**config.mk**
```make
export PLATFORM = sky130hd
export DESIGN_NAME = dataout_fifo
export DESIGN_NICKNAME = d
export VERILOG_FILES = /design/src/rtl/dataout_pkg.sv /design/src/rtl/dataout_fifo_mem.sv /design/src/rtl/dataout_fifo.sv
export SDC_FILE = /design/constraint.sdc
export NUM_CORES = 1
export LEC_CHECK = 0
export CAP_MARGIN = 30
export CORE_MARGIN = 2
export CORE_UTILIZATION = 35
export CTS_BUF_LIST = sky130_fd_sc_hd__clkbuf_2 sky130_fd_sc_hd__clkbuf_4 sky130_fd_sc_hd__clkbuf_8
export DETAILED_ROUTE_END_ITERATION = 8
export RECOVER_POWER = 100
export REMOVE_ABC_BUFFERS = 1
export SLEW_MARGIN = 40
export SYNTH_ARGS = -nofsm -noshare
export SYNTH_HDL_FRONTEND = slang
export SYNTH_SLANG_ARGS = --single-unit
export TNS_END_PERCENT = 20
```
**constraint.sdc**
```tcl
create_clock -name clk -period 2.9 [get_ports clk]
set_clock_uncertainty 0.05 [all_clocks]
set_input_delay 0.29 -clock clk [delete_from_list [all_inputs] [get_ports clk]]
set_output_delay 0.29 -clock clk [all_outputs]
set_load 0.03 [all_outputs]
```
**src/rtl/dataout_pkg.sv**
```systemverilog
// dataout_pkg
// Shared constants, types and helpers for the data-out FIFO slice.
//   DATAOUT_DW     : byte width of the data-out port (fixed at 8)
//   DATAOUT_DEPTH  : default FIFO depth (power of two)
//   dataout_byte_t : one byte of the data-out stream
//   ptr_w(depth)   : pointer width needed to address 'depth' entries
package dataout_pkg;

    localparam int DATAOUT_DW    = 8;
    localparam int DATAOUT_DEPTH = 16;

    typedef logic [7:0] dataout_byte_t;

    function automatic int ptr_w(input int depth);
        return $clog2(depth);
    endfunction

endpackage

```
**src/rtl/dataout_fifo_mem.sv**
```systemverilog
// dataout_fifo_mem
// DEPTH x DW register array with one synchronous write port and one
// asynchronous read port. There is no reset; contents are only meaningful
// where the owning FIFO has written them.
//   clk   : write clock
//   we    : write enable
//   waddr : write address
//   wdata : write data
//   raddr : read address
//   rdata : read data (combinational from raddr)
module dataout_fifo_mem
    import dataout_pkg::*;
#(
    parameter int DW    = DATAOUT_DW,
    parameter int DEPTH = DATAOUT_DEPTH,
    parameter int AW    = ptr_w(DEPTH)
) (
    input  logic          clk,
    input  logic          we,
    input  logic [AW-1:0] waddr,
    input  logic [DW-1:0] wdata,
    input  logic [AW-1:0] raddr,
    output logic [DW-1:0] rdata
);

    logic [DW-1:0] mem [DEPTH];

    // Storage write port
    always_ff @(posedge clk) begin
        if (we) begin
            mem[waddr] <= wdata;
        end
    end

    // Show-ahead read: the addressed entry is always visible
    assign rdata = mem[raddr];

endmodule

```
**src/rtl/dataout_fifo.sv**
```systemverilog
// dataout_fifo
// Show-ahead synchronous FIFO feeding the data-out consumer. Upstream pushes
// bytes on a valid/ready port; the oldest byte is presented on data_out with
// ready high and is removed when the consumer asserts read.
//   clk       : single clock, rising edge
//   rst       : synchronous active-high reset
//   in_valid  : write request
//   in_data   : write data
//   in_ready  : FIFO not full; write accepted when in_valid && in_ready
//   ready     : FIFO not empty; data_out is valid
//   read      : pop request from the consumer
//   data_out  : head-of-FIFO byte, 0 when ready is low
//   count     : current occupancy (0..DEPTH)
//   overflow  : sticky, a write was attempted while full
//   underflow : sticky, read was asserted while empty
module dataout_fifo
    import dataout_pkg::*;
#(
    parameter int DW    = DATAOUT_DW,
    parameter int DEPTH = DATAOUT_DEPTH
) (
    input  logic                       clk,
    input  logic                       rst,
    input  logic                       in_valid,
    input  logic [DW-1:0]              in_data,
    output logic                       in_ready,
    output logic                       ready,
    input  logic                       read,
    output logic [DW-1:0]              data_out,
    output logic [$clog2(DEPTH):0]     count,
    output logic                       overflow,
    output logic                       underflow
);

    localparam int AW = ptr_w(DEPTH);
    localparam int CW = AW + 1;

    logic [AW-1:0] wp;
    logic [AW-1:0] rp;
    logic [DW-1:0] mem_rdata;
    logic          push;
    logic          pop;

    // Status comes only from registered occupancy, so neither ready nor
    // in_ready depends combinationally on read or in_valid.
    assign ready    = (count != '0);
    assign in_ready = (count != CW'(DEPTH));

    // When full, in_ready is low so a simultaneous pop cannot make room for
    // the incoming byte in the same cycle; when empty, a read is ignored.
    assign push = in_valid && in_ready;
    assign pop  = read && ready;

    dataout_fifo_mem #(
        .DW    (DW),
        .DEPTH (DEPTH),
        .AW    (AW)
    ) u_mem (
        .clk   (clk),
        .we    (push && !rst),
        .waddr (wp),
        .wdata (in_data),
        .raddr (rp),
        .rdata (mem_rdata)
    );

    // Pointers, occupancy and sticky flags; reset discards any transfer
    // requested in the same cycle.
    always_ff @(posedge clk) begin
        if (rst) begin
            wp        <= '0;
            rp        <= '0;
            count     <= '0;
            overflow  <= 1'b0;
            underflow <= 1'b0;
        end else begin
            if (push) begin
                wp <= wp + AW'(1);
            end
            if (pop) begin
                rp <= rp + AW'(1);
            end
            case ({push, pop})
                2'b10:   count <= count + CW'(1);
                2'b01:   count <= count - CW'(1);
                default: count <= count;
            endcase
            if (in_valid && !in_ready) begin
                overflow <= 1'b1;
            end
            if (read && !ready) begin
                underflow <= 1'b1;
            end
        end
    end

    assign data_out = ready ? mem_rdata : '0;

endmodule

```
Word level (Yosys, flattened, before mapping)

Memory sizes are Yosys's and may differ from the RTL's. A register that Yosys moved wholly into a read port is not among the register bits.
Cells that the tools add are included.

Add/subtract/negate cells: 4
Equality and inequality tests: 3
Multiplexer cells: 6
Reductions and logical operators: 10

Operator list:

| operator              | count |
|---|---|
| $pmux W5 S2           | 1 |
| $add A4 B1 Y4 const B | 2 |
| $mux W4               | 2 |
| $mux W8               | 1 |
| $add A5 B1 Y5 const B | 1 |
| $logic_and A1 B1 Y1   | 5 |
| $ne A5 B5 Y1 const B  | 1 |
| $reduce_bool A5 Y1    | 1 |
| $sub A5 B1 Y5 const B | 1 |
| $logic_not A1 Y1      | 3 |
| $eq A2 B1 Y1 const B  | 1 |
| $eq A2 B2 Y1 const B  | 1 |
| $mux W1               | 2 |
| $reduce_bool A2 Y1    | 1 |

Register bits: 15
RAM bits: 128
Input bits: 12
Output and inout bits: 17
Logic and storage cells: 29
Memories kept: 1

Memories:

| name      | words | bits a word | rd ports | clocked after Yosys merged registers in | write ports | line                   | text |
|---|---|---|---|---|---|---|---|
| u_mem.mem | 16    | 8           | 1        | 1                                       | 1           | dataout_fifo_mem.sv:26 | `logic [DW-1:0] mem [DEPTH];` |

Logic depth before layout (Yosys ltp)

Gate-level depths: netlist (run 1).

Depth after elaboration: 5
Gate-level depth with buffers: 12
Depth with buffers taken out: 10

By module

Synthesis (run 1) repeated with hierarchy kept, for this count alone.

Cells, all modules: 329
Area, all modules: 5910.7 um^2

By module, submodules not included:

| module           | times used | cells each | area each (um^2) | seq. area each (um^2) |
|---|---|---|---|---|
| dataout_fifo_mem | 1          | 221        | 4987.3           | 3843.7 |
| dataout_fifo     | 1          | 108        | 923.4            | 300.3 |

Worst setup path before layout (run 1)

OpenSTA, ideal clock, no wires.

Path type: flip-flop to flip-flop
From: register count[2]
To: register count[4]
Library setup time: 0.121 ns
Data arrival time: 2.825 ns
Data required time: 2.729 ns
Slack: -0.096 ns
Cell stages (with the launch flop): 12
Buffers on the path: 2
Period minus slack after synthesis: 2.996 ns
Cell sequence: dfxtp_1 > buf_2 > nor4_4 > a21boi_1 > ha_1 > clkbuf_1 > xor2_1 > ha_1 > o31a_1 > nor4b_1 > nor3_1 > mux2_2

Cells in the longest elaborated chain, start to end: 4
Elaborated cells on any way between the ends: 10
Classes of those cells: 2 x add/sub; 3 x eq/ne; 1 x mux; 4 x reduce/logical

Ends and longest elaborated chain:

| item                                              | line               | text |
|---|---|---|
| from (decl)                                       | dataout_fifo.sv:30 | `output logic [$clog2(DEPTH):0] count,` |
| from (signal assigned)                            | dataout_fifo.sv:84 | `2'b10: count <= count + CW'(1);` |
| from (signal assigned)                            | dataout_fifo.sv:85 | `2'b01: count <= count - CW'(1);` |
| from (signal assigned)                            | dataout_fifo.sv:86 | `default: count <= count;` |
| $reduce_bool A5 Y1 *                              | dataout_fifo.sv:46 | `assign ready = (count != '0);` |
| $logic_and A1 B1 Y1 *                             | dataout_fifo.sv:52 | `assign pop = read && ready;` |
| named net pop                                     | dataout_fifo.sv:42 | `logic pop;` |
| $eq A2 B1 Y1 or $eq A2 B2 Y1 (tied branches)      | dataout_fifo.sv:83 | `case ({push, pop})` |
| $pmux W5 S2 or $reduce_bool A2 Y1 (tied branches) | -                  |  |

Mark *: on every way through the listed nets, which the timed path passes. The rest lies on a longest branch.
A chain may end at the register's enable or synchronous reset.

==> summary.txt, run 1 <==
Timing
  – Period minus WS final: 2.78 ns
  – Worst-case headroom to the max-slew limit: 54.2%
  – Crit share post-route: 95.7%
  – Worst Hold Slack: 0.429 ns
  – Highest Clock Rate: 360 MHz
  – Slew @ Worst Pin: 0.687 ns
  – Final Hold Fails: 0
  – Final count of pins violating max slew: 0
  – Setup repair after global routing missed its margin: true
  – Final setup violation count: 0

Route
  – Vias/cell: 4.86
  – DRC violations left: 0
  – WL per Instance: 18.4 um
  – Detail Route Antenna Nets: 0
  – Number of vias in the routed layout: 3,011
  – First-pass DRT Iterations: 4
  – DRC violation total after the first TritonRoute iteration: 180
  – Total routed wirelength: 11,400 um

Logic synthesis
  – Leading area contributor after synthesis: sky130_fd_sc_hd__edfxtp_1
  – Synth Cell Area: 5900 um^2
  – Cell count after synthesis: 327
  – Share of the yosys chip area belonging to registers: 71.6%
  – Avg Synthesized Cell Area: 18.0 um^2
  – Number of flops mapped to enable cells by yosys: 128
  – Post-synthesis cell type count: 39
  – Fraction of post-synthesis cell area in the top cell type by area: 65.2%
  – Main area contributors after synthesis: sky130_fd_sc_hd__edfxtp_1, sky130_fd_sc_hd__mux4_2, sky130_fd_sc_hd__dfxtp_1
  – Top_reg_cell synth: sky130_fd_sc_hd__edfxtp_1
  – Syn. warnings: 0
  – Number of synthesized register bits: 147
  – FFs w/ async S/R, synth: 0%

CTS
  – Cell at the root of the clock tree: sky130_fd_sc_hd__clkbuf_8
  – CTS tree: yes
  – Hold-fix buffers, CTS: 0
  – Insertion delay of the later-clocked pin in the worst-skew pair: 0.45 ns
  – Post-CTS setup buffers: 0
  – Maximum clock path buffer count: 2
  – Post-CTS clock slew at the launch and capture registers of the worst setup and hold paths: 0.08 ns
  – CTS Sinks: 147
  – Clock buffers created by TritonCTS: 17
  – H-tree depth: 4

Worst setup path
  – Required time at the worst-slack endpoint: 2.56 ns
  – Crit. End Element: output port
  – Kind of launch point of the worst setup path: flip-flop
  – Largest fanout of any net on the critical path: 28
  – Crit-path cells: buf_6 -> mux4_2 -> mux2i_1 -> o22ai_1 -> dlygate4sd2_1
  – Critical Path Slowest Stage Cell: sky130_fd_sc_hd__mux4_2
  – Worst path max stage delay: 0.55 ns
  – Arrival time worst endpoint: 2.44 ns
  – Worst setup path class: flip-flop to output port

Finish
  – Nets: 406
  – Final core utilization: 42.3%
  – Share of layout cells above drive strength 1: 21.1%
  – Non-Filler Cell Area, Final: 6980 um^2
  – Layout area overhead: 18.4%

Placement
  – Count of input and output buffers: 28
  – Area after detailed placement: 6600 um^2
  – Placer congestion estimate: 0.743
  – Post-DP HPWL: 7150 um

Floorplan
  – Placement Rows: 47
  – Y dimension of the die: 134 um
  – Area enclosed by the die boundary: 17,900 um^2
  – # IOs: 29
  – Core area: 16,500 um^2
  – Horiz. Die Dim: 134 um
  – Initial standard-cell utilization of the core: 35.7%

Global route
  – Global-route wire length before repair: 18,000 um
  – Remaining global-route overflow: 0
  – Number of global-route vias before repair: 3,155
  – Global router's overall resource usage: 13.7%
  – Antenna violations before repair: 1
  – Largest net degree at the start of global routing: 33

Pwr
  – Worst ir drop on vdd: 478 uV
  – Static leakage: 2.21 nW
  – Pwr Density: 838 nW/um^2

Outcome
  – Result of the run: completed

Run
  – Max-Cap Viols: 0

Min path
  – Worst min-delay path class: flip-flop to flip-flop
==> power breakdown <==
group | switching, mW | internal (mW)
Combinational | 0.912 | 0.661
Sequential | 0.0795 | 2.38
Clock | 0.784 | 1.04
Total | 1.78 | 4.08
==> per-stage QoR <==
stage,total power [mW],TNS (ns),worst slack (ns),instances
after detailed placement,4.17,0,0.103,587
final,5.85,0,0.125,619
after floorplan,3.54,0,0.0459,311
after global placement,4.15,0,0.216,587
after CTS,5.98,-0.0150,-0.0150,618
after global routing,6.14,-0.170,-0.0718,618
==> repair_timing <==
item,4_1_cts,5_1_grt
pin swaps,1,0
resized for setup,4,1
endpoints found under the setup margin,4,2
hold endpoints to repair,0,0
==> worst paths after layout <==
check,slack [ns],end,startpoint,depth (start not counted)
max,0.12,data_out[1],flip-flop,5
min,0.43,overflow$_SDFFE_PP0P_,overflow$_SDFFE_PP0P_,2
max reg2reg,0.14,count[4]$_SDFFE_PP0P_,count[0]$_SDFFE_PP0P_,9
min reg2reg,0.43,overflow$_SDFFE_PP0P_,overflow$_SDFFE_PP0P_,2
==> Yosys cell counts (all sizes together), types with 3 or more instances <==
| cell type | n |
|---|---|
| edfxtp | 128 |
| nor2 | 38 |
| mux4 | 32 |
| dfxtp | 19 |
| mux2i | 18 |
| nand2 | 11 |
| buf | 10 |
| ha | 8 |
| o22ai | 8 |
| clkbuf | 6 |
| xor2 | 6 |
| inv | 5 |
| a31oi | 3 |
| nor3 | 3 |
| nor3b | 3 |
| xnor2 | 3 |
==> final cells by class <==
type / count / area [um^2]
Multi-Input combinational cell: 159 / 1580
Timing Repair Buffer: 56 / 420
Fill cell: 1484 / 9540
Sequential cell: 147 / 4230
Antenna cell: 1 / 2.50
Clock buffer: 17 / 234
Clock inverter: 14 / 226
Inverter: 5 / 18.8
Tap cell: 220 / 275
==> critical path: cells and delay by family, from the launching register on <==
| family | cells | cell delay [ns] |
|---|---|---|
| flops | 1 | 0.33 |
| compound gates | 1 | 0.13 |
| mux | 2 | 0.81 |
| buf+inv | 2 | 0.72 |
==> flip-flops by register name, indices dropped and copies added, names as in the netlist, named ones only <==
name,flops
u_mem.mem,128
count,5
rp,4
wp,4
overflow,1
underflow,1
==> cells by family (layout without fill, tap and decap cells) <==
| kind of cell | Yosys count | after routing | synth area share [%] |
|---|---|---|---|
| AOI/OAI and AO/OA | 22 | 22 | 2.55 |
| muxes | 51 | 51 | 15.5 |
| adders and majority gates | 8 | 8 | 1.70 |
| other | 0 | 1 | 0 |
| and+or+nand+nor | 69 | 69 | 5.73 |
| DFF | 147 | 147 | 71.6 |
| buffers and inverters | 21 | 92 | 1.59 |
| xor gates and xnor gates | 9 | 9 | 1.34 |
==> layout by cell type, fill, tap and decap left out, types with 2 or more instances in the layout <==
| cell type | count |
|---|---|
| sky130_fd_sc_hd__nor3b_1 | 3 |
| sky130_fd_sc_hd__clkbuf_1 | 18 |
| sky130_fd_sc_hd__nand2_1 | 10 |
| sky130_fd_sc_hd__clkinv_4 | 3 |
| sky130_fd_sc_hd__or3_1 | 2 |
| sky130_fd_sc_hd__nor3_1 | 3 |
| sky130_fd_sc_hd__buf_4 | 12 |
| sky130_fd_sc_hd__dfxtp_1 | 18 |
| sky130_fd_sc_hd__clkbuf_8 | 17 |
| sky130_fd_sc_hd__a21oi_1 | 2 |
| sky130_fd_sc_hd__a31oi_1 | 3 |
| sky130_fd_sc_hd__bufinv_16 | 5 |
| sky130_fd_sc_hd__ha_1 | 8 |
| sky130_fd_sc_hd__xnor2_1 | 3 |
| sky130_fd_sc_hd__dlygate4sd2_1 | 3 |
| sky130_fd_sc_hd__nand2b_1 | 2 |
| sky130_fd_sc_hd__clkdlybuf4s50_1 | 5 |
| sky130_fd_sc_hd__o22ai_1 | 8 |
| sky130_fd_sc_hd__nand4_1 | 2 |
| sky130_fd_sc_hd__inv_6 | 3 |
| sky130_fd_sc_hd__edfxtp_1 | 128 |
| sky130_fd_sc_hd__mux2i_1 | 18 |
| sky130_fd_sc_hd__xor2_1 | 6 |
| sky130_fd_sc_hd__o211ai_1 | 2 |
| sky130_fd_sc_hd__dlygate4sd3_1 | 15 |
| sky130_fd_sc_hd__inv_1 | 5 |
| sky130_fd_sc_hd__mux4_2 | 32 |
| sky130_fd_sc_hd__nor2_1 | 38 |
==> routing by layer <==
metal / routed length, um / track usage, %
met5: 0 / 0
met1: 5340 / 18.6
met2: 5430 / 21.3
met4: 140 / 4.49
met3: 495 / 4.04
Power figures use the tool's default switching activity.
==> inputs of run 2 (changes only) <==
GPL_ROUTABILITY_DRIVEN = 0   (was not set)
GPL_TIMING_DRIVEN = 0   (was not set)
==> summary.txt, run 2 (same netlist as run 1, synthesis figures left out) <==
Finish
  – Top library cells by usage in the layout, fill and taps aside: sky130_fd_sc_hd__edfxtp_1, sky130_fd_sc_hd__nor2_1, sky130_fd_sc_hd__mux4_2
  – Fill cell total of the finished layout: 1,476 (-0.54%)
  – Non-Filler Cell Area, Final: 6890 um^2 (-1.4%)
  – Share of layout cells above drive strength 1: 22.2% (+1.1 points)
  – Largest register FFs: 128 (unchanged)
  – Biggest registers after layout: u_mem.mem (128), count (5)
  – Register with the most flip-flops: u_mem.mem
  – Antenna diode count: 0 (-1)
  – Most common library cell in the layout ignoring fill and taps: sky130_fd_sc_hd__edfxtp_1
  – Layout area overhead: 16.8%
  – Nets: 385 (-5.2%)

Route
  – Amount of wire on met2 after detailed routing: 5720 um (+5.4%)
  – First-pass DRT Iterations: 4 (unchanged)
  – WL per Instance: 18.8 um (+1.8%)
  – Number of vias in the routed layout: 2,980 (-1.0%)
  – Max Used Layer: met4
  – DRC violation total after the first TritonRoute iteration: 256 (+42%)
  – Vias/cell: 4.98 (+2.4%)
  – DRC violations left: 0 (unchanged)
  – Total routed wirelength: 11,200 um (-1.7%)
  – Total met3 wirelength after detailed routing: 572 um (+16%)
  – Detail Route Antenna Nets: 0 (unchanged)
  – Detailed-route wire length on metal 1: 4820 um (-9.8%)

CTS
  – CTS tree: yes
  – Insertion delay of the later-clocked pin in the worst-skew pair: 0.43 ns (-0.02 ns)
  – Maximum clock path buffer count: 2 (unchanged)
  – Hold-fix buffers, CTS: 0 (unchanged)
  – Post-CTS clock slew at the launch and capture registers of the worst setup and hold paths: 0.07 ns (about the same)
  – H-tree depth: 4 (unchanged)
  – CTS Sinks: 147 (unchanged)
  – Cell at the root of the clock tree: sky130_fd_sc_hd__clkbuf_8
  – Clock buffers created by TritonCTS: 17 (unchanged)

Global route
  – Global router's overall resource usage: 13.4% (-0.36 points)
  – Remaining global-route overflow: 0 (unchanged)
  – Largest net degree at the start of global routing: 33 (unchanged)
  – Antenna violations before repair: 0 (-1)
  – Global-route wire length before repair: 17,300 um (-4.1%)
  – Number of global-route vias before repair: 3,062 (-2.9%)

Worst setup path
  – Worst setup path class: flip-flop to flip-flop
  – Required time at the worst-slack endpoint: 3.17 ns (+0.61 ns)
  – Largest fanout of any net on the critical path: 11 (-61%)
  – Crit. End Element: flip-flop
  – Arrival time worst endpoint: 3.04 ns (+0.60 ns)
  – Kind of launch point of the worst setup path: flip-flop

Outcome
  – Result of the run: completed

Run
  – Max-Cap Viols: 0 (unchanged)

Floorplan
  – # IOs: 29 (unchanged)
  – Area enclosed by the die boundary: 17,900 um^2 (unchanged)
  – Horiz. Die Dim: 134 um (unchanged)
  – Core area: 16,500 um^2 (unchanged)
  – Initial standard-cell utilization of the core: 35.7% (unchanged)
  – Placement Rows: 47 (unchanged)
  – Y dimension of the die: 134 um (unchanged)

Timing
  – Worst-case headroom to the max-slew limit: 33.4% (-21 points)
  – Highest Clock Rate: 361 MHz (+0.19%)
  – Crit share post-route: 95.5% (-0.18 points)
  – Final Hold Fails: 0 (unchanged)
  – Final count of pins violating max slew: 0 (unchanged)
  – Period minus WS final: 2.77 ns (-0.00522 ns)
  – Setup repair after global routing missed its margin: false
  – Final setup violation count: 0 (unchanged)
  – Slew @ Worst Pin: 0.995 ns (+0.308 ns)

Pwr
  – Worst ir drop on vdd: 700 uV (+46%)
  – Static leakage: 2.17 nW (-2.1%)
  – Pwr Density: 833 nW/um^2 (-0.61%)
  – Total power: 5.74 mW (-2.0%)

Placement
  – Post-DP HPWL: 6950 um (-2.8%)
  – Count of input and output buffers: 28 (unchanged)
  – Area after detailed placement: 6430 um^2 (-2.6%)

Min path
  – Worst min-delay path class: primary input to flip-flop
-- run 2: timing repair --
action | 4_1_cts | 5_1_grt
pin swaps | 0 | 2
gates cloned | 0 | 0
resized for setup | 13 | 10
setup endpoints to repair | 9 | 7
buffers inserted | 0 | 6
-- run 2: worst paths after layout --
check	start	slack (ns)	cells past startpoint	endpoint
max	count[2]$_SDFFE_PP0P_	0.13	11	count[4]$_SDFFE_PP0P_
min	rst	0.22	2	flip-flop
max reg2reg	count[2]$_SDFFE_PP0P_	0.13	11	count[4]$_SDFFE_PP0P_
min reg2reg	underflow$_SDFFE_PP0P_	0.44	2	underflow$_SDFFE_PP0P_
-- run 2: final cells by class --
| cell class | instances | area, um^2 | share of cell area, % |
|---|---|---|---|
| clock inverter | 14 | 186 | 2.71 |
| multi-input combinational | 159 | 1600 | 23.2 |
| tap | 220 | 275 | 4.00 |
| timing repair buffer | 35 | 325 | 4.72 |
| inverter | 5 | 18.8 | 0.273 |
| sequential | 147 | 4240 | 61.6 |
| clock buffer | 18 | 241 | 3.51 |
-- run 2: metrics by stage --
step,utilization [%],hold WS (ns),setup slack [ns],std cells,TNS (ns)
global placement,38.6,0.404,-1.22,559,-15.57
CTS,41.5,0.444,-0.0788,592,-0.0788
global route,41.7,0.223,0.0104,598,0
floorplan,-,0.312,0.0459,311,0
detailed placement,38.9,0.410,-0.460,560,-0.987
finish,41.7,0.223,0.130,598,0
-- run 2: per-layer routing --
layer	track usage, %	up-vias
met5	0	-
met4	3.90	0
met3	4.46	7
met2	22.0	60
met1	16.9	1548
li1	-	1365
-- run 2: where the power goes --
| part | leakage, nW | switching, mW | internal (mW) |
|---|---|---|---|
| combinational | 0.648 | 0.860 | 0.662 |
| sequential | 1.31 | 0.129 | 2.39 |
| clock | 0.208 | 0.749 | 0.942 |
-- run 2: critical path, stage by stage, from the launching register on --
cell,delay (ns)
sky130_fd_sc_hd__dfxtp_4,0.40
sky130_fd_sc_hd__nor4_1,0.06
sky130_fd_sc_hd__buf_4,0.16
sky130_fd_sc_hd__a21boi_4,0.27
sky130_fd_sc_hd__inv_1,0.13
sky130_fd_sc_hd__ha_4,0.22
sky130_fd_sc_hd__xor2_1,0.15
sky130_fd_sc_hd__ha_1,0.23
sky130_fd_sc_hd__o31a_1,0.29
sky130_fd_sc_hd__nor4b_1,0.32
sky130_fd_sc_hd__nor3_2,0.10
sky130_fd_sc_hd__mux2_2,0.28
==> inputs of run 3 (changes only) <==
DONT_BUFFER_PORTS = 1   (was not set)
==> summary.txt, run 3 (same netlist as run 1, synthesis figures left out) <==
Timing
  – Final setup violation count: 1 (+1)
  – Crit share post-route: 100% (+4.8 points)
  – Period minus WS final: 2.91 ns (+0.139 ns)
  – Min setup slack post-route: -0.00869 ns (-0.139 ns)
  – Final count of pins violating max slew: 0 (unchanged)
  – Slew @ Worst Pin: 0.660 ns (-0.334 ns)
  – Worst Hold Slack: 0.0523 ns (-0.170 ns)
  – Worst-case headroom to the max-slew limit: 55.8% (+22 points)
  – Setup repair after global routing missed its margin: true
  – Highest Clock Rate: 344 MHz (-4.8%)
  – Setup TNS: -0.00869 ns (-0.00869 ns)
  – Final Hold Fails: 0 (unchanged)

Floorplan
  – Placement Rows: 47 (unchanged)
  – Y dimension of the die: 134 um (unchanged)
  – Core area: 16,500 um^2 (unchanged)
  – Horiz. Die Dim: 134 um (unchanged)
  – Initial standard-cell utilization of the core: 35.7% (unchanged)
  – # IOs: 29 (unchanged)
  – Area enclosed by the die boundary: 17,900 um^2 (unchanged)

Run
  – Max-Cap Viols: 0 (unchanged)

Pwr
  – Switching power summed over all nets: 1.75 mW (+0.95%)
  – Pwr Density: 823 nW/um^2 (-1.1%)
  – Logic gate share of total power: 24.7% (-1.8 points)
  – Clock power share: 28.1% (-1.4 points)
  – Relative contribution of sequential cells to total power: 47.2% (+3.2 points)
  – Switching fraction of total power: 31.4% (+1.1 points)
  – Worst ir drop on vdd: 550 uV (-21%)
  – Cell internal power dissipation: 3.83 mW (-4.3%)
  – Total power: 5.58 mW (-2.7%)
  – Static leakage: 2.05 nW (-5.5%)

CTS
  – Maximum clock path buffer count: 2 (unchanged)
  – Post-CTS clock slew at the launch and capture registers of the worst setup and hold paths: 0.07 ns (about the same)
  – H-tree depth: 4 (unchanged)
  – Clock buffers created by TritonCTS: 17 (unchanged)
  – CTS Sinks: 147 (unchanged)
  – Cell at the root of the clock tree: sky130_fd_sc_hd__clkbuf_8
  – CTS tree: yes
  – Insertion delay of the later-clocked pin in the worst-skew pair: 0.42 ns (about the same)

Outcome
  – Failing checks: negative setup slack
  – Result of the run: finished, violations left

Worst setup path
  – Crit. Startpoint: count[3]$_SDFFE_PP0P_
  – Crit. End Element: flip-flop
  – Worst-case register-to-register setup slack: -0.009 ns (-0.14 ns)
  – Kind of launch point of the worst setup path: flip-flop
  – Critical path endpoint: count[4]$_SDFFE_PP0P_
  – Worst R2R End: count[4]$_SDFFE_PP0P_
  – Required time at the worst-slack endpoint: 3.16 ns (about the same)
  – Worst reg2reg startpoint: count[3]$_SDFFE_PP0P_
  – Buf+Inv Stages, Crit Path: 1 (-1)
  – Arrival time worst endpoint: 3.17 ns (+0.13 ns)
  – Delay-heaviest family, CP: simple AND/OR/NAND/NOR gates
  – Worst path max stage delay: 0.45 ns (+0.05 ns)
  – Critical Path Slowest Stage Cell: sky130_fd_sc_hd__nor4_4
  – Largest fanout of any net on the critical path: 11 (unchanged)
  – Critical Path Stages: 10 (-1)
  – Worst setup path class: flip-flop to flip-flop
  – Number of cells on the worst reg-to-reg path: 10 (-1)
  – Crit-path cells: nor4_4 -> buf_4 -> a21boi_2 -> ha_4 -> ha_1 -> nor4bb_2 -> a31oi_1 -> nor3b_1 -> nor3_1 -> mux2_2

Finish
  – Antenna diode count: 0 (unchanged)
  – Fill cell total of the finished layout: 1,484 (+0.54%)
  – Largest register FFs: 128 (unchanged)
  – Register with the most flip-flops: u_mem.mem
  – Final core utilization: 41.0% (-0.67 points)
  – Nets: 365 (-5.2%)
  – Non-filler instance count after layout: 576 (-3.7%)
  – Most common library cell in the layout ignoring fill and taps: sky130_fd_sc_hd__edfxtp_1
  – Top library cells by usage in the layout, fill and taps aside: sky130_fd_sc_hd__edfxtp_1, sky130_fd_sc_hd__mux4_2, sky130_fd_sc_hd__nor2_1
  – Share of layout cells above drive strength 1: 29.2% (+7.0 points)
  – Layout area overhead: 14.9%
  – Biggest registers after layout: u_mem.mem (128), count (5)

Route
  – DRC violation total after the first TritonRoute iteration: 193 (-25%)
  – Vias/cell: 5.08 (+1.9%)
  – DRC violations left: 0 (unchanged)
  – WL per Instance: 20.1 um (+7.2%)
  – First-pass DRT Iterations: 4 (unchanged)
  – Total routed wirelength: 11,600 um (+3.3%)
  – Detail Route Antenna Nets: 0 (unchanged)
  – Number of vias in the routed layout: 2,924 (-1.9%)

Placement
  – Count of input and output buffers: 0 (-100%)
  – Number of cells in the design after placement: 532 (-5.0%)
  – Post-DP HPWL: 6950 um (about the same)

Global route
  – Global-route wire length before repair: 17,600 um (+1.9%)
  – Global router's overall resource usage: 13.7% (+0.29 points)
  – Antenna violations before repair: 0 (unchanged)
  – Number of global-route vias before repair: 3,143 (+2.6%)
  – Largest net degree at the start of global routing: 33 (unchanged)
  – Remaining global-route overflow: 0 (unchanged)

Min path
  – Worst min-delay path class: primary input to flip-flop
## run 3: cell types whose count changed in the layout (fill, tap and decap cells not counted), sizes merged
cell           change
dlygate4sd3        -6
dlygate4sd2        -7
clkinv             -2
buf                -4
clkdlybuf4s50      -2
bufinv             -1
## run 3: cell type report
type                       count  area, um^2  share of cell area [%]
multi-input combinational    159        1700                    25.1
timing repair buffer          15         153                    2.25
tap                          220         275                    4.06
clock buffer                  19         249                    3.67
clock inverter                11         138                    2.03
sequential                   147        4240                    62.6
inverter                       5        18.8                   0.277
## run 3: worst min path at each step
stage | start | to | depth (start not counted)
after CTS | rst | count[4]$_SDFFE_PP0P_ | 2
after global placement | rst | count[0]$_SDFFE_PP0P_ | 1
final | rst | count[4]$_SDFFE_PP0P_ | 2
after floorplan | rst | flip-flop | 1
after detailed placement | rst | flip-flop | 1
after global routing | rst | count[3]$_SDFFE_PP0P_ | 2
## run 3: power groups by stage
stage | clock network [mW] | registers (mW) | logic [mW]
floorplan | 0 | 2.64 | 0.899
global placement | 0 | 2.71 | 1.07
CTS | 1.61 | 2.63 | 1.20
finish | 1.57 | 2.63 | 1.38
global route | 1.69 | 2.66 | 1.48
detailed placement | 0 | 2.68 | 1.15
## run 3: routing by layer
metal	vias to the layer above	track usage, %	wire length [um]
li1	1325	-	-
met1	1539	17.2	5100
met5	-	0	0
met3	11	3.93	513
met4	0	4.61	131
met2	49	22.7	5850
## run 3: stage by stage
step / instance area (um^2) / worst slack, ns
2_1_floorplan: 5820 / 0.0459
3_3_place_gp: 6100 / -0.816
3_5_place_dp: 6160 / -0.419
4_1_cts: 6670 / -0.118
5_1_grt: 6780 / -0.0915
6_report: 6780 / -0.00869
## run 3: worst reg2reg max path, delay by kind of cell (launching register included)
family	cells	cell delay [ns]
compound gates	2	0.18
buf+inv	1	0.19
flops	1	0.40
fa+ha+maj	2	0.61
simple gates	4	1.09
mux	1	0.28
## run 3: repair_timing
item,4_1_cts,5_1_grt
gates resized for setup,5,15
endpoints found under the setup margin,11,9
hold endpoints to repair,145,0
pin swaps,1,1
buffers inserted,0,3
hold buffers,11,0
